[config.mk]
export PLATFORM = sky130hd
export DESIGN_NAME = turf_wb_arbiter
export DESIGN_NICKNAME = d
export VERILOG_FILES = /design/src/rtl/turf_wb_arbiter.sv
export SDC_FILE = /design/constraint.sdc
export NUM_CORES = 1
export LEC_CHECK = 0
export CAP_MARGIN = 20
export CELL_PAD_IN_SITES_DETAIL_PLACEMENT = 1
export CELL_PAD_IN_SITES_GLOBAL_PLACEMENT = 2
export CORE_ASPECT_RATIO = 1.4
export CORE_UTILIZATION = 38
export DETAILED_ROUTE_END_ITERATION = 10
export PLACE_DENSITY = 0.8
export SETUP_SLACK_MARGIN = 0.05
export SLEW_MARGIN = 20
export SYNTH_ARGS = -nofsm -noshare
export SYNTH_HDL_FRONTEND = slang
export SYNTH_SLANG_ARGS = --single-unit
[constraint.sdc]
create_clock -name clk_i -period 5.46 [get_ports clk_i]
set_input_delay 0.819 -clock clk_i [delete_from_list [all_inputs] [get_ports clk_i]]
set_output_delay 0.819 -clock clk_i [all_outputs]
set_load 0.02 [all_outputs]
[src/rtl/turf_wb_arbiter.sv]
// Round-robin WISHBONE arbiter for the TURF global interconnect with a bus watchdog
// that terminates stalled strobes by injecting an error and aborting the slave cycle.
module turf_wb_arbiter #(
    parameter int NUM_MASTERS = 4,
    parameter int TIMEOUT     = 256
) (
    input  logic                   clk_i,
    input  logic                   rst_i,
    input  logic [NUM_MASTERS-1:0] cyc_i,
    input  logic                   stb_i,
    input  logic                   ack_i,
    input  logic                   err_i,
    input  logic                   rty_i,
    output logic [NUM_MASTERS-1:0] gnt_o,
    output logic                   tmo_err_o,
    output logic                   abort_o,
    output logic [15:0]            tmo_count_o,
    output logic [3:0]             tmo_master_o
);

    localparam int          IW       = (NUM_MASTERS > 1) ? $clog2(NUM_MASTERS) : 1;
    localparam logic [15:0] WD_LAST  = 16'(TIMEOUT - 1);
    localparam logic [3:0]  PTR_INIT = 4'(NUM_MASTERS - 1);

    typedef enum logic [1:0] {
        ST_IDLE  = 2'd0,
        ST_OWNED = 2'd1,
        ST_TMO   = 2'd2
    } state_t;

    state_t                  state_reg, state_next;
    logic [3:0]              ptr_reg, ptr_next;
    logic [15:0]             wd_cnt_reg, wd_cnt_next;
    logic [NUM_MASTERS-1:0]  gnt_reg, gnt_next;
    logic                    tmo_err_reg, tmo_err_next;
    logic                    abort_reg, abort_next;
    logic [15:0]             tmo_count_reg, tmo_count_next;
    logic [3:0]              tmo_master_reg, tmo_master_next;

    logic [3:0]              cand_idx [NUM_MASTERS];
    logic [NUM_MASTERS-1:0]  rot_req;
    logic [3:0]              win_idx;
    logic [NUM_MASTERS-1:0]  win_onehot;
    logic                    any_req;
    logic                    owner_cyc;
    logic                    term;

    assign term      = ack_i | err_i | rty_i;
    assign owner_cyc = cyc_i[ptr_reg[IW-1:0]];

    // Candidate gi is the master gi+1 places above the pointer, wrapping modulo NUM_MASTERS.
    genvar gi;
    generate
        for (gi = 0; gi < NUM_MASTERS; gi++) begin : g_cand
            logic [4:0] sum;
            assign sum          = {1'b0, ptr_reg} + 5'(gi + 1);
            assign cand_idx[gi] = (sum >= 5'(NUM_MASTERS)) ? 4'(sum - 5'(NUM_MASTERS)) : sum[3:0];
            assign rot_req[gi]  = cyc_i[cand_idx[gi][IW-1:0]];
        end
    endgenerate

    always_comb begin
        any_req = |rot_req;
        win_idx = ptr_reg;
        for (int i = NUM_MASTERS - 1; i >= 0; i--) begin
            if (rot_req[i]) win_idx = cand_idx[i];
        end
        win_onehot = '0;
        for (int i = 0; i < NUM_MASTERS; i++) begin
            win_onehot[i] = (win_idx == 4'(i));
        end
    end

    always_comb begin
        state_next      = state_reg;
        ptr_next        = ptr_reg;
        wd_cnt_next     = wd_cnt_reg;
        gnt_next        = gnt_reg;
        tmo_err_next    = 1'b0;
        abort_next      = 1'b0;
        tmo_count_next  = tmo_count_reg;
        tmo_master_next = tmo_master_reg;

        case (state_reg)
            ST_IDLE: begin
                wd_cnt_next = '0;
                if (any_req) begin
                    gnt_next   = win_onehot;
                    ptr_next   = win_idx;
                    state_next = ST_OWNED;
                end
            end
            ST_OWNED: begin
                if (!owner_cyc) begin
                    // Release or direct handover; a handover always starts a fresh watchdog.
                    wd_cnt_next = '0;
                    if (any_req) begin
                        gnt_next = win_onehot;
                        ptr_next = win_idx;
                    end else begin
                        gnt_next   = '0;
                        state_next = ST_IDLE;
                    end
                end else if (stb_i && !term) begin
                    if (wd_cnt_reg == WD_LAST) begin
                        wd_cnt_next     = '0;
                        tmo_err_next    = 1'b1;
                        abort_next      = 1'b1;
                        tmo_master_next = ptr_reg;
                        if (tmo_count_reg != 16'hFFFF) tmo_count_next = tmo_count_reg + 16'd1;
                        state_next      = ST_TMO;
                    end else begin
                        wd_cnt_next = wd_cnt_reg + 16'd1;
                    end
                end else begin
                    wd_cnt_next = '0;
                end
            end
            ST_TMO: begin
                // The abort cycle is not counted and ignores any late termination.
                wd_cnt_next = '0;
                state_next  = ST_OWNED;
            end
            default: begin
                state_next  = ST_IDLE;
                gnt_next    = '0;
                wd_cnt_next = '0;
            end
        endcase
    end

    always_ff @(posedge clk_i or posedge rst_i) begin
        if (rst_i) begin
            state_reg      <= ST_IDLE;
            ptr_reg        <= PTR_INIT;
            wd_cnt_reg     <= '0;
            gnt_reg        <= '0;
            tmo_err_reg    <= 1'b0;
            abort_reg      <= 1'b0;
            tmo_count_reg  <= '0;
            tmo_master_reg <= '0;
        end else begin
            state_reg      <= state_next;
            ptr_reg        <= ptr_next;
            wd_cnt_reg     <= wd_cnt_next;
            gnt_reg        <= gnt_next;
            tmo_err_reg    <= tmo_err_next;
            abort_reg      <= abort_next;
            tmo_count_reg  <= tmo_count_next;
            tmo_master_reg <= tmo_master_next;
        end
    end

    assign gnt_o        = gnt_reg;
    assign tmo_err_o    = tmo_err_reg;
    assign abort_o      = abort_reg;
    assign tmo_count_o  = tmo_count_reg;
    assign tmo_master_o = tmo_master_reg;

endmodule
Yosys cells after proc, flatten, opt, wreduce, memory -nomap -nowiden
Cells that the tools add are included.
{"block": "classes", "bitwise": 3, "div": 0, "shifts": 0, "n_lt_le_gt_ge": 9, "addsub": 10, "muxes": 39, "n_reduce_logical": 11, "n_mul": 0, "n_eq_ne": 12}
{"operator": "$mux 16", "n": 4}
{"operator": "$mux 4", "n": 13}
{"operator": "$add 16x1->16 const B", "n": 2}
{"operator": "$ge 5x3->1 const B", "n": 4}
{"operator": "$eq 16x8->1 const B", "n": 1}
{"operator": "$ne 16x16->1 const B", "n": 1}
{"operator": "$sub 4x3->4 const B", "n": 4}
{"operator": "$lt 2x3->1 const B", "n": 5}
{"operator": "$pmux 4 s3", "n": 1}
{"operator": "$add 4x2->5 const B", "n": 2}
{"operator": "$bmux 1 s2", "n": 5}
{"operator": "$mux 2", "n": 5}
{"operator": "$mux 1", "n": 9}
{"operator": "$ne 3x3->1 const B", "n": 3}
{"operator": "$eq 4x2->1 const B", "n": 2}
{"operator": "$pmux 4 s2", "n": 1}
{"operator": "$reduce_and 4->1", "n": 2}
{"operator": "$pmux 2 s3", "n": 1}
{"operator": "$add 4x1->5 const B", "n": 1}
{"operator": "$add 4x3->5 const B", "n": 1}
{"operator": "$reduce_and 5->1", "n": 1}
{"operator": "$eq 4x1->1 const B", "n": 1}
{"operator": "$logic_not 4->1", "n": 1}
{"operator": "$ne 2x2->1 const B", "n": 2}
{"operator": "11 further kinds", "n": 12}
{"block": "totals", "output_inout_bits": 26, "mem_count": 0, "reg_bits": 47, "inputBits": 10, "romBits": 0, "latchBits": 0, "mem_bits_rw": 0}

Logic depth before layout (Yosys ltp)
Gate-level depths: netlist (run 1).
{"block": "logic_depth", "ltp_word": 13, "mapped_depth": 13, "ltp_nobuf": 12}

Least setup slack after synthesis (run 1)
OpenSTA, ideal clock, no wires.
{"block": "synth_path", "path_type": "register -> register", "from": "register ptr_reg[0]", "to": "register gnt_reg[0] (netlist: gnt_o[0])", "t_required_ns": 5.392, "path_buffers": 2, "stages_incl_launch_ff": 11, "period_less_slack_ns": 2.781, "setup_slack_ns": 2.679, "arrival_ns": 2.713, "path_cell_list": "dfstp_2 buf_2 buf_2 inv_1 ha_1 mux4_2 nor2_1 inv_1 o311ai_1 o21a_1 a32o_1"}
{"block": "synth_via", "elab_chain_len": 13}
{"item": "from (decl)", "line_no": "32", "source": "logic [3:0] ptr_reg, ptr_next;"}
{"item": "from (signal assigned)", "line_no": "144", "source": "ptr_reg <= ptr_next;"}
{"item": "$add 4x3->5", "line_no": "56", "source": "assign sum = {1'b0, ptr_reg} + 5'(gi + 1);"}
{"item": "$sub 4x3->4 / $ge 5x3->1 (equally long branches)", "line_no": "57", "source": "assign cand_idx[gi] = (sum >= 5'(NUM_MASTERS)) ? 4'(sum - 5'(NUM_MASTERS)) : sum[3:0];"}
{"item": "$mux 4", "line_no": "57"}
{"item": "$bmux 1 s2", "line_no": "58", "source": "assign rot_req[gi] = cyc_i[cand_idx[gi][IW-1:0]];"}
{"item": "$mux 1 (not written as such)", "line_no": "58"}
{"item": "$mux 4 (4 in series)", "line_no": "66", "source": "if (rot_req[i]) win_idx = cand_idx[i];"}
{"item": "$logic_not 4->1", "line_no": "70", "source": "win_onehot[i] = (win_idx == 4'(i));"}
{"item": "$mux 4", "line_no": "97", "source": "if (any_req) begin"}
{"item": "$mux 4", "line_no": "94", "source": "if (!owner_cyc) begin"}
{"item": "$pmux 4 s3", "line_no": "84", "source": "case (state_reg)"}
{"item": "to (signal assigned)", "line_no": "146", "source": "gnt_reg <= gnt_next;"}
{"item": "to (decl)", "line_no": "34", "source": "logic [NUM_MASTERS-1:0] gnt_reg, gnt_next;"}
Several ways; a longest one is shown, not always the timed one. The select of a mux whose other input is x is not followed.
A chain may end at the register's enable or synchronous reset.

Worst setup path after layout (run 1)
Ends and elaborated chain as after synthesis.

==> results.py, run 1 <==
metrics = {
    "run_status": {
        "status": "finished, final reports clean",
    },
    "cts": {
        "cts_resized": 0,
        "postCtsSetupBuffers": 0,
        "clk-insertion-delay-late_ns": 0.30,
        "hold_buffers": 0,
        "cts.sinks": 47,
        "cts_tree": "yes",
        "clockRootBuffer": "clkbuf_8",
        "cts.clk_slew.worst_paths_ns": 0.09,
        "cts_buffers": 5,
        "cts.htree.levels": 2,
        "clk_path_buf_depth": 2,
    },
    "grt": {
        "grtUsageTotal_pct": 16.9,
        "gr-total-overflow": 0,
        "antenna_found_initial": 0,
        "grt_pass1_vias": 2066,
        "grt_max_degree": 48,
        "grt_pass1_wl_um": 9800,
    },
    "finish": {
        "seqCellArea_sq_um": 1180,
        "n_fill_cell": 790,
        "layout_commonest_cell": "dfrtp_1",
        "layoutNonFillerInstCount": 395,
        "drive_gt1_share_pct": 9.00,
        "areaGrowthSynthToFinish_pct": 19.2,
        "layout_common_cells": "dfrtp_1, clkdlybuf4s50_1, xnor2_1, nand2_1, nor2_1",
        "nNetsFinal": 323,
        "multi_input_area_sq_um": 1490,
        "diodes": 0,
    },
    "synth": {
        "synth_top_area_cell": "dfrtp_1",
        "synthTopCellsByArea": "dfrtp_1, xnor2_1, ha_1",
        "synth_flop_cell": "dfrtp_1",
        "avgSynthCellArea_sq_um": 10.5,
        "synth_cell_type_count": 52,
        "ys_async_sr_fraction_pct": 100,
        "synth_edf_count": 0,
        "syn_nets": 288,
        "synthesis.area_sq_um": 2770,
        "yosysSeqAreaShare_pct": 42.6,
        "synthDominantCellAreaShare_pct": 40.7,
        "ys_warn_count": 0,
        "netlist_instances": 264,
        "ys_seq_elements": 47,
    },
    "setup_path": {
        "end_kind": "flop",
        "critPathMostFrequentCell": "inv_1",
        "crit_slowest_cell": "dfstp_2",
        "crit_chain": "inv_1 > ha_1 > mux4_2 > nor2_1 > inv_1 > o311ai_1 > o21a_1 > a32o_1",
        "critPathArrivalTime_ns": 3.24,
        "r2r-end": "gnt_o[0]",
        "critPathTopFamily": "compound AO/OA/AOI/OAI gates",
        "path_buf_inv": 2,
        "cp_num_cells": 8,
        "cp.required_ns": 5.70,
        "worst_r2r_path_depth": 8,
        "reg2reg_from": "ptr_reg[0]",
        "reg2reg_slack_ns": 2.47,
        "crit_path_start_kind": "flop",
        "cp_max_fo": 20,
        "worstSetupPathType": "flop to flop",
        "cpPeakStageDelay_ns": 0.79,
    },
    "sta": {
        "worst_clock_skew_ns": 0.00465,
        "period_share_pct": 54.9,
        "fmax_mhz": 334,
        "finalHoldViolCount": 0,
        "grt_setup_unrepaired": "false",
        "fin_tns_setup_ns": 0,
        "drv_slew": 0,
        "fin_crit_ns": 2.99,
        "slew_headroom_pct": 45.8,
        "setup_violations": 0,
        "tightest_slew_ns": 0.812,
    },
    "worst_hold_path": {
        "worstHoldEndpoint": "wd_cnt_reg[0]",
        "hp-class": "flop to flop",
        "hold-path-cell-count": 1,
        "hp-start": "wd_cnt_reg[0]",
    },
    "pwr": {
        "p_per_area_nw_per_um2": 382,
        "power_leakage_nw": 1.39,
        "peakVddDrop_v": 0.000152,
    },
    "routing": {
        "route.detailed.drc": 0,
        "wirelength_um": 5780,
        "num_vias": 2064,
        "drtIter0Drc": 29,
        "first_pass_iters": 4,
        "postRouteAntennaNets": 0,
        "wl_per_cell_um": 14.6,
        "routed_via_density": 5.23,
    },
    "die": {
        "start_util_pct": 39.6,
        "die_area_sq_um": 7630,
        "fp.dieW_um": 74.1,
        "coreArea_sq_um": 6980,
        "pin_count": 36,
        "rows": 36,
        "die_h_um": 103,
    },
    "placement": {
        "dp_cells": 387,
        "hpwl_um": 4330,
        "io_buffer_count": 35,
        "gp_congestion": 0.755,
    },
    "flow_run": {
        "drv_cap": 0,
    },
}
worst max-delay path by stage:
stage	end	from
after global routing	gnt_o[2]	ptr_reg[0]
after global placement	tmo_count_o[1]	err_i
after CTS	gnt_o[0]	ptr_reg[0]
after detailed placement	tmo_count_o[1]	err_i
final	gnt_o[0]	ptr_reg[0]
after floorplan	gnt_o[0]	ptr_reg[0]
synthesized netlist by cell type, types with 5 or more instances:
| library cell | instances |
|---|---|
| nand4_1 | 5 |
| nand3_1 | 12 |
| inv_1 | 15 |
| nor2_1 | 22 |
| dfrtp_1 | 45 |
| nor2b_1 | 5 |
| mux2_2 | 6 |
| and2_1 | 5 |
| and3_1 | 5 |
| o21ai_0 | 11 |
| a21oi_1 | 6 |
| nand2_1 | 22 |
| xor2_1 | 12 |
| ha_1 | 14 |
| xnor2_1 | 23 |
cell families (layout without fill, tap and decap cells):
logic type | Yosys count | in the layout | synth area share, %
flops | 47 | 47 | 42.6
compound gates | 39 | 39 | 11.3
xor+xnor | 35 | 35 | 11.1
mux | 11 | 11 | 6.06
simple gates | 96 | 96 | 19.1
fa+ha+maj | 14 | 14 | 6.33
buf+inv | 22 | 58 | 3.48
stage by stage:
stage	util, %	cell area, sq um	power (mW)	hold WS [ns]	setup WS, ns
2_1_floorplan	-	2770	0.903	0.455	2.68
3_3_place_gp	45.8	3200	1.03	0.476	2.35
3_5_place_dp	45.8	3200	1.04	0.485	2.27
4_1_cts	47.2	3300	1.28	0.497	2.43
5_1_grt	47.2	3300	1.36	0.517	2.28
6_report	47.2	3300	1.26	0.494	2.47
layer usage:
metal  vias up  track usage (%)  share of wire, %
met5         -                0                 0
met4         0             6.95               1.9
met2        22             28.7                53
met1      1035             21.3                44
met3         9             2.35               1.3
li1        998                -                 -
power by group:
part / leakage [nW] / switching (mW) / internal (mW)
logic: 0.695 / 0.321 / 0.261
registers: 0.641 / 0.0692 / 0.379
clock network: 0.0515 / 0.114 / 0.116
cell type report:
cell class                 instances  share of cell area [%]
multi-input combinational        195                    45.2
sequential                        47                    35.7
timing repair buffer              35                    10.6
tap                               95                    3.61
clock buffer                       8                    3.04
inverter                          15                    1.75
(Power assumes the default switching activity.)
==> run 2, diff against run 1 <==
Settings changed: CORE_UTILIZATION 38 to 32, PLACE_DENSITY 0.8 to 0.71.
Clock period 5.46 ns to 2.6 ns, I/O delays scaled along.
==> run 2 against run 1 <==
Utilization down 2.9 points. Worst hold slack worse by 0.033 ns. Count of clock-buffer cells in the layout down 1. Non-clock buffer count up 26. Sequential share of layout area down 3.7 points. Global-route usage down 1.0 points. Routed wire length up 11%. Combinational power rose to 3.2 times the previous value. Clock skew about the same. Total power rose to 2.7 times the previous value. Worst setup slack worse by 2.4 ns. Largest power group unchanged. Highest routed layer unchanged.
==> results.py, run 2 (synthesis gave the netlist of run 1 again) <==
metrics = {
    "run_status": {
        "status": "finished, final reports clean",
    },
    "cts": {
        "cts.sinks": 47,
        "clockRootBuffer": "clkbuf_16",
        "cts.clk_slew.worst_paths_ns": 0.06,
        "cts.htree.levels": 2,
        "clk-insertion-delay-late_ns": 0.28,
        "cts_buffers": 5,
        "clk_path_buf_depth": 2,
        "cts_tree": "yes",
        "hold_buffers": 0,
    },
    "finish": {
        "fin_area_sq_um": 3670,
        "layout_common_cells": "dfrtp_1, clkdlybuf4s50_1, buf_4",
        "areaGrowthSynthToFinish_pct": 32.8,
        "diodes": 0,
        "layout_commonest_cell": "dfrtp_1",
        "final_util_pct": 44.3,
        "nNetsFinal": 349,
        "drive_gt1_share_pct": 20.9,
    },
    "setup_path": {
        "worst_r2r_path_depth": 11,
        "critPathArrivalTime_ns": 2.68,
        "crit_chain": "buf_12 > buf_12 > ha_4 > xor2_2 > ha_2 > nand2_2 > o21a_1 > o211ai_1 > o311ai_2 > o21a_1 > a32o_1",
        "cp_max_fo": 6,
        "cpPeakStageDelay_ns": 0.57,
        "crit_path_start_kind": "flop",
        "cp.required_ns": 2.77,
        "worstSetupPathType": "flop to flop",
        "end_kind": "flop",
        "crit_slowest_cell": "dfstp_2",
    },
    "sta": {
        "slew_headroom_pct": 63.2,
        "drv_slew": 0,
        "grt_setup_unrepaired": "true",
        "finalHoldViolCount": 0,
        "fmax_mhz": 399,
        "worst_clock_skew_ns": 0.00424,
        "tightest_slew_ns": 0.546,
        "setup_violations": 0,
        "fin_crit_ns": 2.51,
        "period_share_pct": 96.5,
        "setup_ws_ns": 0.0922,
    },
    "die": {
        "fp.dieW_um": 80.6,
        "coreArea_sq_um": 8300,
        "die_area_sq_um": 9030,
        "rows": 39,
        "pin_count": 36,
        "die_h_um": 112,
        "start_util_pct": 33.3,
    },
    "placement": {
        "gp_congestion": 0.698,
        "hpwl_um": 4690,
        "dp_slack_ns": -0.0380,
        "dpl_cell_area_sq_um": 3380,
        "io_buffer_count": 35,
    },
    "pwr": {
        "comb_power_share_pct": 54.9,
        "net-switching-power_mw": 1.24,
        "swShare_pct": 37.1,
        "clockPowerShare_pct": 19.2,
        "pwr-share-seq_pct": 25.9,
        "internal_power_mw": 2.10,
        "peakVddDrop_v": 0.000607,
        "power_leakage_nw": 1.56,
        "p_per_area_nw_per_um2": 910,
    },
    "routing": {
        "wirelength_um": 6400,
        "postRouteAntennaNets": 0,
        "routed_via_density": 5.04,
        "first_pass_iters": 3,
        "route.detailed.drc": 0,
        "wl_per_cell_um": 15.0,
        "drtIter0Drc": 41,
        "num_vias": 2158,
    },
    "grt": {
        "grtUsageTotal_pct": 15.8,
        "grt_pass1_wl_um": 11000,
        "grt_max_degree": 48,
        "gr-total-overflow": 0,
        "antenna_found_initial": 0,
        "grt_pass1_vias": 2373,
    },
    "worst_hold_path": {
        "hp-class": "input pin to asynchronous set/reset pin",
    },
    "flow_run": {
        "drv_cap": 0,
    },
}
[run 2: changes by cell type in the layout (fill, tap and decap cells not counted), moves of 3 or more]
cell / change
buf_12: +3
ha_4: +3
ha_1: -5
buf_4: +23
clkbuf_8: -6
clkbuf_16: +5
[run 2: power groups by stage]
stage	clock network (mW)	logic, mW	registers (mW)
after floorplan	0	1.12	0.862
after global placement	0	1.53	0.879
after detailed placement	0	1.56	0.878
after CTS	0.674	1.66	0.860
after global routing	0.687	2.05	0.874
final	0.642	1.84	0.865
[run 2: worst paths after layout]
kind,start,endpoint,slack (ns)
max,ptr_reg[1],gnt_o[1],0.09
min,rst_i,tmo_count_o[9],0.46
max reg2reg,ptr_reg[1],gnt_o[1],0.09
min reg2reg,wd_cnt_reg[0],wd_cnt_reg[0],0.49
max in group asynchronous,rst_i,ptr_reg[0],1.86
min in group clk_i,wd_cnt_reg[0],wd_cnt_reg[0],0.49
[run 2: repair_timing]
item / in CTS / in global routing
setup buffers: 2 / 7
gates cloned: 0 / 0
resized for setup: 4 / 11
endpoints found under the setup margin: 4 / 4
pin swaps: 2 / 13
[run 2: metrics by stage]
| stage | setup TNS [ns] | hold slack, ns | power [mW] | cells |
|---|---|---|---|---|
| 6_report | 0 | 0.461 | 3.34 | 428 |
| 5_1_grt | -0.0318 | 0.496 | 3.61 | 428 |
| 4_1_cts | 0 | 0.469 | 3.19 | 421 |
| 3_5_place_dp | -0.111 | 0.480 | 2.44 | 411 |
| 3_3_place_gp | 0 | 0.479 | 2.41 | 411 |
| 2_1_floorplan | 0 | 0.455 | 1.98 | 264 |
[run 2: critical path, delay by kind of cell (launching register included)]
family | cells | cell delay, ns
AOI/OAI and AO/OA | 5 | 1.04
adders and majority gates | 2 | 0.34
and+or+nand+nor | 1 | 0.05
DFF | 1 | 0.57
xor gates and xnor gates | 1 | 0.16
buffers and inverters | 2 | 0.23
[run 2: final cells by class]
cell class	instances	area, sq um
Fill cell	949	4620
Multi-Input combinational cell	195	1580
Sequential cell	47	1180
Timing Repair Buffer	61	583
Clock buffer	7	143
Tap cell	102	128
Inverter	15	56.3
Clock inverter	1	5.00
[run 2: layer usage]
| metal | vias up | global-route usage, % | wire, um |
|---|---|---|---|
| met5 | - | 0 | 0 |
| met3 | 7 | 3.58 | 225 |
| met4 | 0 | 4.64 | 86 |
| met1 | 1077 | 18.9 | 2720 |
| li1 | 1049 | - | - |
| met2 | 25 | 27.9 | 3370 |
==> run 3, diff against run 2 <==
Settings changed: SLEW_MARGIN 20 to default.
==> results of run 3 <==
No change in the layout: final DEF, timing and power equal those of run 2.
